## src/rtl/dec_bcd_pkg.sv

```systemverilog
// Shared definitions for the decimal-key to BCD encoder.
//   DEC_W / BCD_W    : width of the decimal key bank and of one BCD digit
//   state_t          : key-scan FSM states
//   onehot10_to_bcd  : returns {is_onehot, bcd[3:0]} for a 10-line key vector
package dec_bcd_pkg;

  localparam int DEC_W = 10;
  localparam int BCD_W = 4;

  typedef enum logic [1:0] {
    IDLE     = 2'd0,
    DEBOUNCE = 2'd1,
    HOLD     = 2'd2,
    RELEASE  = 2'd3
  } state_t;

  // The index is only meaningful when exactly one line is set; for a
  // multi-hot vector it holds the highest set line and is ignored upstream.
  function automatic logic [BCD_W:0] onehot10_to_bcd(input logic [DEC_W-1:0] d);
    logic [BCD_W-1:0] idx;
    logic [3:0]       ones;
    idx  = '0;
    ones = '0;
    for (int i = 0; i < DEC_W; i++) begin
      if (d[i]) begin
        idx  = BCD_W'(i);
        ones = ones + 4'd1;
      end
    end
    return {(ones == 4'd1), idx};
  endfunction

endpackage

```

## src/rtl/dec10_onehot_enc.sv

```systemverilog
// Combinational one-hot check and index encoder for a 10-line key vector.
//   d         in  10  debounced key sample
//   is_onehot out 1   exactly one line of d is set
//   bcd       out 4   index of the set line (valid when is_onehot)
module dec10_onehot_enc
  import dec_bcd_pkg::*;
(
  input  logic [DEC_W-1:0] d,
  output logic             is_onehot,
  output logic [BCD_W-1:0] bcd
);

  logic [BCD_W:0] enc;

  assign enc       = onehot10_to_bcd(d);
  assign is_onehot = enc[BCD_W];
  assign bcd       = enc[BCD_W-1:0];

endmodule

```

## src/rtl/dec_to_bcd_key_encoder.sv

```systemverilog
// Decimal key bank to BCD encoder with debounce, multi-key rejection and a
// shift register of accepted digits.
//   clk    in   1            rising-edge clock
//   rst    in   1            synchronous active-high reset
//   D      in   10           key lines, D[k]=1 means key k pressed
//   EN_N   in   1            active-low enable; high forces IDLE, no strobes
//   CLR    in   1            synchronous clear of DIGITS and COUNT
//   BCD    out  4            last accepted digit
//   VALID  out  1            one-cycle strobe: digit accepted and shifted in
//   ERR    out  1            one-cycle strobe: debounced press was multi-hot
//   DIGITS out  4*NUM_DIGITS accepted digits, newest in [3:0]
//   COUNT  out  clog2(N+1)   digits held, saturating at NUM_DIGITS
module dec_to_bcd_key_encoder
  import dec_bcd_pkg::*;
#(
  parameter int DEBOUNCE_CYCLES = 4,
  parameter int NUM_DIGITS      = 4
) (
  input  logic                             clk,
  input  logic                             rst,
  input  logic [DEC_W-1:0]                 D,
  input  logic                             EN_N,
  input  logic                             CLR,
  output logic [BCD_W-1:0]                 BCD,
  output logic                             VALID,
  output logic                             ERR,
  output logic [BCD_W*NUM_DIGITS-1:0]      DIGITS,
  output logic [$clog2(NUM_DIGITS+1)-1:0]  COUNT
);

  localparam int DIG_W   = BCD_W * NUM_DIGITS;
  localparam int COUNT_W = $clog2(NUM_DIGITS + 1);
  localparam int CNT_W   = (DEBOUNCE_CYCLES > 1) ? $clog2(DEBOUNCE_CYCLES) : 1;

  // The counter runs 0..DEBOUNCE_CYCLES-1; the last value marks the final
  // required matching sample.
  localparam logic [CNT_W-1:0]   CNT_LAST  = CNT_W'(DEBOUNCE_CYCLES - 1);
  localparam logic [COUNT_W-1:0] COUNT_MAX = COUNT_W'(NUM_DIGITS);

  state_t             state_reg,  state_next;
  logic [CNT_W-1:0]   cnt_reg,    cnt_next;
  logic [DEC_W-1:0]   sample_reg, sample_next;
  logic [BCD_W-1:0]   bcd_reg,    bcd_next;
  logic               valid_reg,  valid_next;
  logic               err_reg,    err_next;
  logic [DIG_W-1:0]   digits_reg, digits_next;
  logic [COUNT_W-1:0] count_reg,  count_next;

  logic               enc_onehot;
  logic [BCD_W-1:0]   enc_bcd;
  logic               shift_in;
  logic [DIG_W-1:0]   digits_base;
  logic [COUNT_W-1:0] count_base;
  logic [DIG_W-1:0]   digits_shifted;

  dec10_onehot_enc u_enc (
    .d         (sample_reg),
    .is_onehot (enc_onehot),
    .bcd       (enc_bcd)
  );

  // Clear is applied before a coincident shift, so the new digit lands in
  // an empty register.
  assign digits_base = CLR ? '0 : digits_reg;
  assign count_base  = CLR ? '0 : count_reg;

  generate
    if (NUM_DIGITS == 1) begin : g_shift_one
      assign digits_shifted = enc_bcd;
    end else begin : g_shift_many
      assign digits_shifted = {digits_base[DIG_W-BCD_W-1:0], enc_bcd};
    end
  endgenerate

  always_ff @(posedge clk) begin
    if (rst) begin
      state_reg  <= IDLE;
      cnt_reg    <= '0;
      sample_reg <= '0;
      bcd_reg    <= '0;
      valid_reg  <= 1'b0;
      err_reg    <= 1'b0;
      digits_reg <= '0;
      count_reg  <= '0;
    end else begin
      state_reg  <= state_next;
      cnt_reg    <= cnt_next;
      sample_reg <= sample_next;
      bcd_reg    <= bcd_next;
      valid_reg  <= valid_next;
      err_reg    <= err_next;
      digits_reg <= digits_next;
      count_reg  <= count_next;
    end
  end

  always_comb begin
    state_next  = state_reg;
    cnt_next    = cnt_reg;
    sample_next = sample_reg;
    bcd_next    = bcd_reg;
    valid_next  = 1'b0;
    err_next    = 1'b0;
    shift_in    = 1'b0;

    unique case (state_reg)
      IDLE: begin
        if (D != '0) begin
          sample_next = D;
          cnt_next    = '0;
          state_next  = DEBOUNCE;
        end
      end
      DEBOUNCE: begin
        if (D != sample_reg) begin
          // Bounce: drop the press silently.
          state_next = IDLE;
        end else if (cnt_reg == CNT_LAST) begin
          state_next = HOLD;
          if (enc_onehot) begin
            bcd_next   = enc_bcd;
            valid_next = 1'b1;
            shift_in   = 1'b1;
          end else begin
            err_next = 1'b1;
          end
        end else begin
          cnt_next = cnt_reg + 1'b1;
        end
      end
      HOLD: begin
        if (D == '0) begin
          cnt_next   = '0;
          state_next = RELEASE;
        end
      end
      RELEASE: begin
        if (D != '0) begin
          state_next = HOLD;
        end else if (cnt_reg == CNT_LAST) begin
          state_next = IDLE;
        end else begin
          cnt_next = cnt_reg + 1'b1;
        end
      end
      default: state_next = IDLE;
    endcase

    // Disable wins over everything the FSM decided this cycle.
    if (EN_N) begin
      state_next = IDLE;
      bcd_next   = bcd_reg;
      valid_next = 1'b0;
      err_next   = 1'b0;
      shift_in   = 1'b0;
    end

    if (shift_in) begin
      digits_next = digits_shifted;
      count_next  = (count_base == COUNT_MAX) ? COUNT_MAX : count_base + 1'b1;
    end else begin
      digits_next = digits_base;
      count_next  = count_base;
    end
  end

  assign BCD    = bcd_reg;
  assign VALID  = valid_reg;
  assign ERR    = err_reg;
  assign DIGITS = digits_reg;
  assign COUNT  = count_reg;

endmodule
```

## config.mk

```make
export PLATFORM = sky130hd
export DESIGN_NAME = dec_to_bcd_key_encoder
export DESIGN_NICKNAME = d
export VERILOG_FILES = /design/src/rtl/dec_bcd_pkg.sv /design/src/rtl/dec10_onehot_enc.sv /design/src/rtl/dec_to_bcd_key_encoder.sv
export SDC_FILE = /design/constraint.sdc
export NUM_CORES = 1
export LEC_CHECK = 0
export ABC_AREA = 1
export ABC_CLOCK_PERIOD_IN_PS = 8100
export CORE_ASPECT_RATIO = 1.1
export CORE_MARGIN = 2
export CORE_UTILIZATION = 30
export DETAILED_ROUTE_END_ITERATION = 10
export PLACE_DENSITY = 0.47
export SYNTH_ARGS = -nofsm -noshare
export SYNTH_HDL_FRONTEND = slang
export SYNTH_HIERARCHICAL = 1
export SYNTH_SLANG_ARGS = --single-unit
```

## constraint.sdc

```tcl
create_clock -name clk -period 8.1 [get_ports clk]
set_input_delay 1.215 -clock clk [delete_from_list [all_inputs] [get_ports clk]]
set_output_delay 1.215 -clock clk [all_outputs]
set_load 0.05 [all_outputs]
```

==> metrics.md, run 1 <==
| Metric | Value |
|---|---|
| Routed length per instance | `~12 um` |
| Yosys top cell area share | `between 20% and 30%` |
| Placeable Area | `between 0.009 and 0.01 mm2` |
| Initial Util | `between 30% and 40%` |
| DRT antenna net count | `0` |
| Switch Pwr | `roughly 170 uW` |
| Worst IR drop on VDD | `0.000102 V` |
| Chip width | `between 90 and 100 um` |
| Net count after synthesis | `between 400 and 500` |
| # Max-Cap Violations | `0` |
| Dpl ws | `between 1 and 1.5 ns` |
| GR Overflow Total | `0` |
| Non-filler cells, final | `592` |
| Largest net degree at the start of global routing | `24` |
| Crit path DAT | `7.16 ns` |
| Gate power share | `29.7%` |
| Synth Register Bits | `39` |
| Post-route setup TNS | `0 ns` |
| Reg power frac | `between 40% and 50%` |
| Post-Syn Area | `0.00284 mm2` |
| Placed Cells | `between 500 and 600` |
| CTS tree | `done` |
| Slowest-stage cell, CP | `nand4_2` |
| IO Pins | `39` |
| Setup crit end kind | `register` |
| Vias | `approximately 2700` |
| Max Root-Sink Buffers | `2` |
| Worst Clk Skew | `0.00888 ns` |
| Final Cycle Share | `between 80% and 90%` |
| Pwr/cell area | `approximately 140 mW/mm2` |
| P_leak | `about 0.0016 uW` |
| Crit-path most repeated cell | `nand2_1` |
| Layout cells sized above 1 | `14.1%` |
| Synth Instances | `438` |
| H-tree depth | `2` |
| Worst Path Max Fanout | `23` |
| Register area share after synthesis | `a little over a quarter` |
| Area delta synth->final | `19.9%` |
| Most common cell after layout, fill and taps aside | `nand2_1` |
| DRC Markers | `0` |
| Clock share of power | `27.2%` |
| Worst Setup Slack, final | `between 1 and 1.5 ns` |
| Avg Vias per Cell | `between 4 and 5` |
| Critical path class | `reg -> reg` |
| DP HPWL | `5480 um` |
| Number of antenna diodes | `0` |
| Internal power | `about 310 uW` |
| Drt total wl | `7220 um` |
| Worst path max stage delay | `between 0.5 and 0.6 ns` |
| Max reg flops | `16` |
| Top post-synthesis cells by area | `dfxtp_1 (27%), nand2_1 (15%), inv_1 (8.2%), nand3_1 (7.0%), nor2_1 (5.4%)` |
| Leading cell types in the layout, fill and taps excluded | `nand2_1 (114), inv_1 (62), nor2_1 (41), nand3_1 (40), dfxtp_1 (39)` |
| Global Route Usage Sum | `about 15%` |
| Final GP Congestion | `between 0.7 and 0.8` |
| Hold depth | `2` |
| Post-Syn Area per Cell | `approximately 6.5 um2` |
| HP Class | `reg -> reg` |
| R2r setup slk | `between 1 and 1.5 ns` |
| Final hold vios | `0` |
| CTS buffer count | `5` |
| Die H | `approximately 110 um` |
| Post-CTS Setup Bufs | `0` |
| Slew at the pin with the worst max-slew slack | `around 0.86 ns` |
| Rel. slew slack | `between 40% and 50%` |
| Max-slew violation count | `0` |
| Startpoint Class | `register` |
| Root Driver | `clkbuf_8` |
| Post-synth top area cell | `dfxtp_1` |
| Hold buffers post-CTS | `0` |
| CTS Sinks | `39` |
| Post-CTS sizing | `0` |
| Initial antenna violation count | `0` |
| Worst hold margin | `roughly 0.48 ns` |
| Iteration count of the initial detailed-routing pass | `6` |
| Max Freq | `between 100 and 150 MHz` |
| Net Sw Frac | `between 30% and 40%` |
| Wire length of the first global-routing pass | `roughly 12000 um` |
| Req. time, crit path | `between 8 and 9 ns` |
| Yosys warnings | `6` |
| Vias in the first global route | `about 2700` |
| Final worst path period need | `between 6 and 7 ns` |
| Unrepaired setup endpoints after global routing | `no` |
| Worst-skew pair later-pin latency | `about 0.29 ns` |
| Count of unique library cells instantiated by Yosys | `32` |
| FP Rows | `37` |
| Clock slew at reported path FFs | `around 0.08 ns` |
| Final Power | `around 470 uW` |
| DRT iter0 DRCs | `95` |
| Nets@finish | `around 500` |
| Status | `complete, no violations` |
| Die area | `0.0103 mm2` |
| Reg2Reg Depth | `37` |
| Port bufs | `38` |
| Final setup vio count | `0` |
==> area by class of cell <==
class | count | area (um2)
Inverter | 69 | 260
Clock buffer | 5 | 68.8
Sequential cell | 39 | 781
Fill cell | 1008 | 5900
Tap cell | 117 | 146
Multi-Input combinational cell | 321 | 1750
Clock inverter | 1 | 7.51
Timing Repair Buffer | 40 | 395
==> path summary, 6_finish.rpt <==
check              to           from
min            BCD[1]         BCD[1]
max reg2reg  COUNT[1]  sample_reg[1]
min reg2reg    BCD[1]         BCD[1]
max          COUNT[1]  sample_reg[1]
==> synthesized netlist by cell type (all sizes together) <==
| cell type | n |
|---|---|
| clkinv | 1 |
| a21oi | 32 |
| nor4 | 1 |
| nand4 | 4 |
| inv | 68 |
| ha | 12 |
| or2 | 7 |
| o2111ai | 1 |
| o21ai | 20 |
| nor3 | 1 |
| clkbuf | 3 |
| nand2 | 135 |
| nand3b | 1 |
| xnor2 | 5 |
| nand3 | 52 |
| o22ai | 1 |
| buf | 6 |
| dfxtp | 39 |
| and2 | 1 |
| nor2 | 48 |
==> through the flow <==
stage / area [um2] / utilization, %
floorplan: 2840 / -
global placement: 3330 / 35.8
detailed placement: 3330 / 35.8
CTS: 3410 / 36.6
global route: 3410 / 36.6
finish: 3410 / 36.6
==> worst max-delay path: cells and delay by family (launching register included) <==
family | cells | cell delay [ns]
simple gates | 23 | 3.66
flops | 1 | 0.39
buf+inv | 5 | 0.46
compound gates | 1 | 0.13
fa+ha+maj | 8 | 2.19
==> metal layers <==
metal / up-vias / share of wire (%) / track usage, %
li1: 1457 / - / -
met1: 1194 / 48 / 18.7
met2: 66 / 46 / 25.0
met3: 14 / 3.5 / 1.84
met4: 0 / 2.7 / 5.94
met5: - / 0 / 0
==> power groups by stage <==
stage / Combinational, uW / Sequential (uW) / Clock (uW)
final: 141 / 204 / 129
after global routing: 165 / 205 / 142
after CTS: 142 / 204 / 133
after detailed placement: 142 / 209 / 0
after global placement: 140 / 209 / 0
after floorplan: 112 / 206 / 0
==> cell families after synthesis <==
logic type | synth area share (%)
XOR/XNOR | 1.54
flip-flops | 27.5
buffers and inverters | 11.0
adder cells (fa/ha/maj) | 5.29
AND/OR/NAND/NOR | 44.7
AO/OA/AOI/OAI | 9.96
No activity file was read; power rests on OpenSTA's default activity.
==> run 2: changes to the inputs <==
==> constraint.sdc (replaced) <==
create_clock -name clk -period 8.1 [get_ports clk]
set_input_delay 1.215 -clock clk [delete_from_list [all_inputs] [get_ports clk]]
set_output_delay 1.215 -clock clk [all_outputs]
set_load 0.02 [all_outputs]
==> results of run 2 <==
Same layout as run 1: the final DEF is identical, and so are final timing and power.
==> run 3: changes to the inputs <==
ABC_CLOCK_PERIOD_IN_PS = 8800   (was 8100)
clock period = 8.8 ns   (was 8.1 ns; I/O delays follow)
==> run 3 against run 2 <==
Setup slack better by 0.77 ns. Routed wire length grew 0.55%. Global-route usage rose by 0.28 points. First-iteration DRC count fell by 12%. Die area unchanged. Sequential cell count unchanged. Combinational power down 8%. Sequential share of layout area hardly changed. Maximum frequency is 0.95% higher. Critical path type unchanged. Largest cell class unchanged.
==> metrics.md, run 3 (synthesized netlist as in run 1, its figures left out) <==
| Metric | Value |
|---|---|
| # Max-Cap Violations | `0 (unchanged)` |
| Final hold vios | `0 (unchanged)` |
| Worst Setup Slack, final | `1.95 ns (was 1.18 ns)` |
| Worst Hold End | `BCD[0] (was BCD[1])` |
| Rel. slew slack | `40.9% (was 42.8%)` |
| Port bufs | `38 (unchanged)` |
| Startpoint Class | `register (unchanged)` |
| Worst IR drop on VDD | `0.0000711 V (was 0.000102 V)` |
| Setup crit end kind | `register (unchanged)` |
| Hold Startpoint | `BCD[0] (was BCD[1])` |
| Area delta synth->final | `20.1% (was 19.9%)` |
| Final worst path period need | `6.85 ns (was 6.92 ns)` |
| Hold depth | `2 (unchanged)` |
| Multi-input logic area | `0.00175 mm2 (unchanged)` |
| DRT iter0 DRCs | `84 (was 95)` |
| Largest net degree at the start of global routing | `24 (unchanged)` |
| Worst path max stage delay | `0.52 ns (was 0.51 ns)` |
| FP Rows | `37 (unchanged)` |
| CTS Sinks | `39 (unchanged)` |
| DRT antenna net count | `0 (unchanged)` |
| Worst Clk Skew | `0.00472 ns (was 0.00888 ns)` |
| Clock slew at reported path FFs | `0.08 ns (about the same)` |
| Max reg flops | `16 (unchanged)` |
| H-tree depth | `2 (unchanged)` |
| Avg Vias per Cell | `4.58 (was 4.61)` |
| Placeable Area | `0.00931 mm2 (unchanged)` |
| Crit path DAT | `7.09 ns (was 7.16 ns)` |
| Hold buffers post-CTS | `0 (unchanged)` |
| GR Overflow Total | `0 (unchanged)` |
| Chip width | `96.8 um (unchanged)` |
| Dpl ws | `1.98 ns (was 1.24 ns)` |
| Number of antenna diodes | `0 (unchanged)` |
| Slowest-stage cell, CP | `nand4_2 (unchanged)` |
| IO Pins | `39 (unchanged)` |
| Nets@finish | `502 (unchanged)` |
| Slew at the pin with the worst max-slew slack | `0.884 ns (was 0.855 ns)` |
| Routed length per instance | `12.2 um (about the same)` |
| DRC Markers | `0 (unchanged)` |
| HP Class | `reg -> reg (unchanged)` |
| Leading cell types in the layout, fill and taps excluded | `nand2_1 (114), inv_1 (62), nor2_1 (41), nand3_1 (40), dfxtp_1 (39) (unchanged)` |
| Wire length of the first global-routing pass | `12800 um (was 12400 um)` |
| Max Freq | `146 MHz (was 145 MHz)` |
| Post-CTS sizing | `0 (unchanged)` |
| Final GP Congestion | `0.805 (was 0.800)` |
| Pwr/cell area | `129 mW/mm2 (was 139 mW/mm2)` |
| Max Root-Sink Buffers | `2 (unchanged)` |
| Vias in the first global route | `2703 (was 2707)` |
| Reg2reg start | `sample_reg[0] (was sample_reg[1])` |
| Most common cell after layout, fill and taps aside | `nand2_1 (unchanged)` |
| R2r setup slk | `1.95 ns (was 1.18 ns)` |
| Reg area | `781 um2 (unchanged)` |
| Reg2Reg Depth | `37 (unchanged)` |
| Crit-path most repeated cell | `nand2_1 (unchanged)` |
| Max-slew violation count | `0 (unchanged)` |
| CTS buffer count | `5 (unchanged)` |
| Vias | `2721 (was 2731)` |
| DP HPWL | `5610 um (was 5480 um)` |
| Global Route Usage Sum | `14.9% (was 14.6%)` |
| Die area | `0.0103 mm2 (unchanged)` |
| Unrepaired setup endpoints after global routing | `no (unchanged)` |
| Fillcell total | `1031 (was 1008)` |
| Worst Path Max Fanout | `23 (unchanged)` |
| Final setup vio count | `0 (unchanged)` |
| Post-route setup TNS | `0 ns (unchanged)` |
| R2R Path End | `COUNT[2] (was COUNT[1])` |
| Initial Util | `30.5% (unchanged)` |
| Critical path class | `reg -> reg (unchanged)` |
| CTS tree | `done (unchanged)` |
| P_leak | `0.00161 uW (was 0.00160 uW)` |
| Die H | `106 um (unchanged)` |
| Final Cycle Share | `77.9% (was 85.4%)` |
| Post-CTS Setup Bufs | `0 (unchanged)` |
| Drt total wl | `7260 um (was 7220 um)` |
| Layout cells sized above 1 | `14.0% (was 14.1%)` |
| Worst-skew pair later-pin latency | `0.29 ns (about the same)` |
| Status | `complete, no violations (unchanged)` |
| Initial antenna violation count | `0 (unchanged)` |
| Iteration count of the initial detailed-routing pass | `4 (was 6)` |
| Root Driver | `clkbuf_8 (unchanged)` |
| Req. time, crit path | `9.03 ns (was 8.34 ns)` |
## run 3: cell types whose count changed in the layout (fill, tap and decap cells not counted)
cell,change
clkbuf_1,+2
clkinvlp_4,-1
clkinv_2,+1
## run 3: how the worst max path moves through the flow
stage,startpoint,end,slack (ns),cells after the start
floorplan,sample_reg[1],COUNT[0],2.83,36
global placement,sample_reg[1],DIGITS[14],2.12,37
detailed placement,sample_reg[0],COUNT[2],1.98,37
CTS,sample_reg[0],DIGITS[14],1.90,37
global route,sample_reg[1],DIGITS[14],1.20,37
finish,sample_reg[0],COUNT[2],1.95,37
## run 3: power breakdown
group / switching (uW) / leakage [uW] / internal, uW
Sequential: 7.32 / 0.000317 / 180
Combinational: 80.4 / 0.00125 / 49.2
Clock: 66.3 / 0.0000422 / 55.8
Total: 154 / 0.00161 / 285
## run 3: worst max-delay path, delay by kind of cell, from the launching register on
family,cells,cell delay (ns)
AOI/OAI and AO/OA,2,0.53
DFF,1,0.39
adders and majority gates,8,2.18
buffers and inverters,5,0.45
and+or+nand+nor,22,3.22
## run 3: cell type report
type	count	area share (%)
clock buffers	7	2.24
multi-input cells	321	51.2
repair buffers	40	11.6
well taps	117	4.29
flip-flops and latches	39	22.9
clock inverters	1	0.147
inverters	69	7.63
## run 3: metal layers
layer	GRT usage (%)	routed length (um)
met5	0	0
met4	4.43	120
met3	2.24	189
met2	25.4	3430
met1	19.5	3520
## run 3: through the flow
| stage | instances | hold WS (ns) | power [uW] | utilization (%) | area (um2) |
|---|---|---|---|---|---|
| after floorplan | 438 | 0.456 | 293 | - | 2840 |
| after detailed placement | 586 | 0.469 | 323 | 35.8 | 3330 |
| after global routing | 594 | 0.513 | 475 | 36.7 | 3410 |
| final | 594 | 0.477 | 439 | 36.7 | 3410 |
| after global placement | 586 | 0.465 | 321 | 35.8 | 3330 |
| after CTS | 594 | 0.482 | 445 | 36.7 | 3410 |
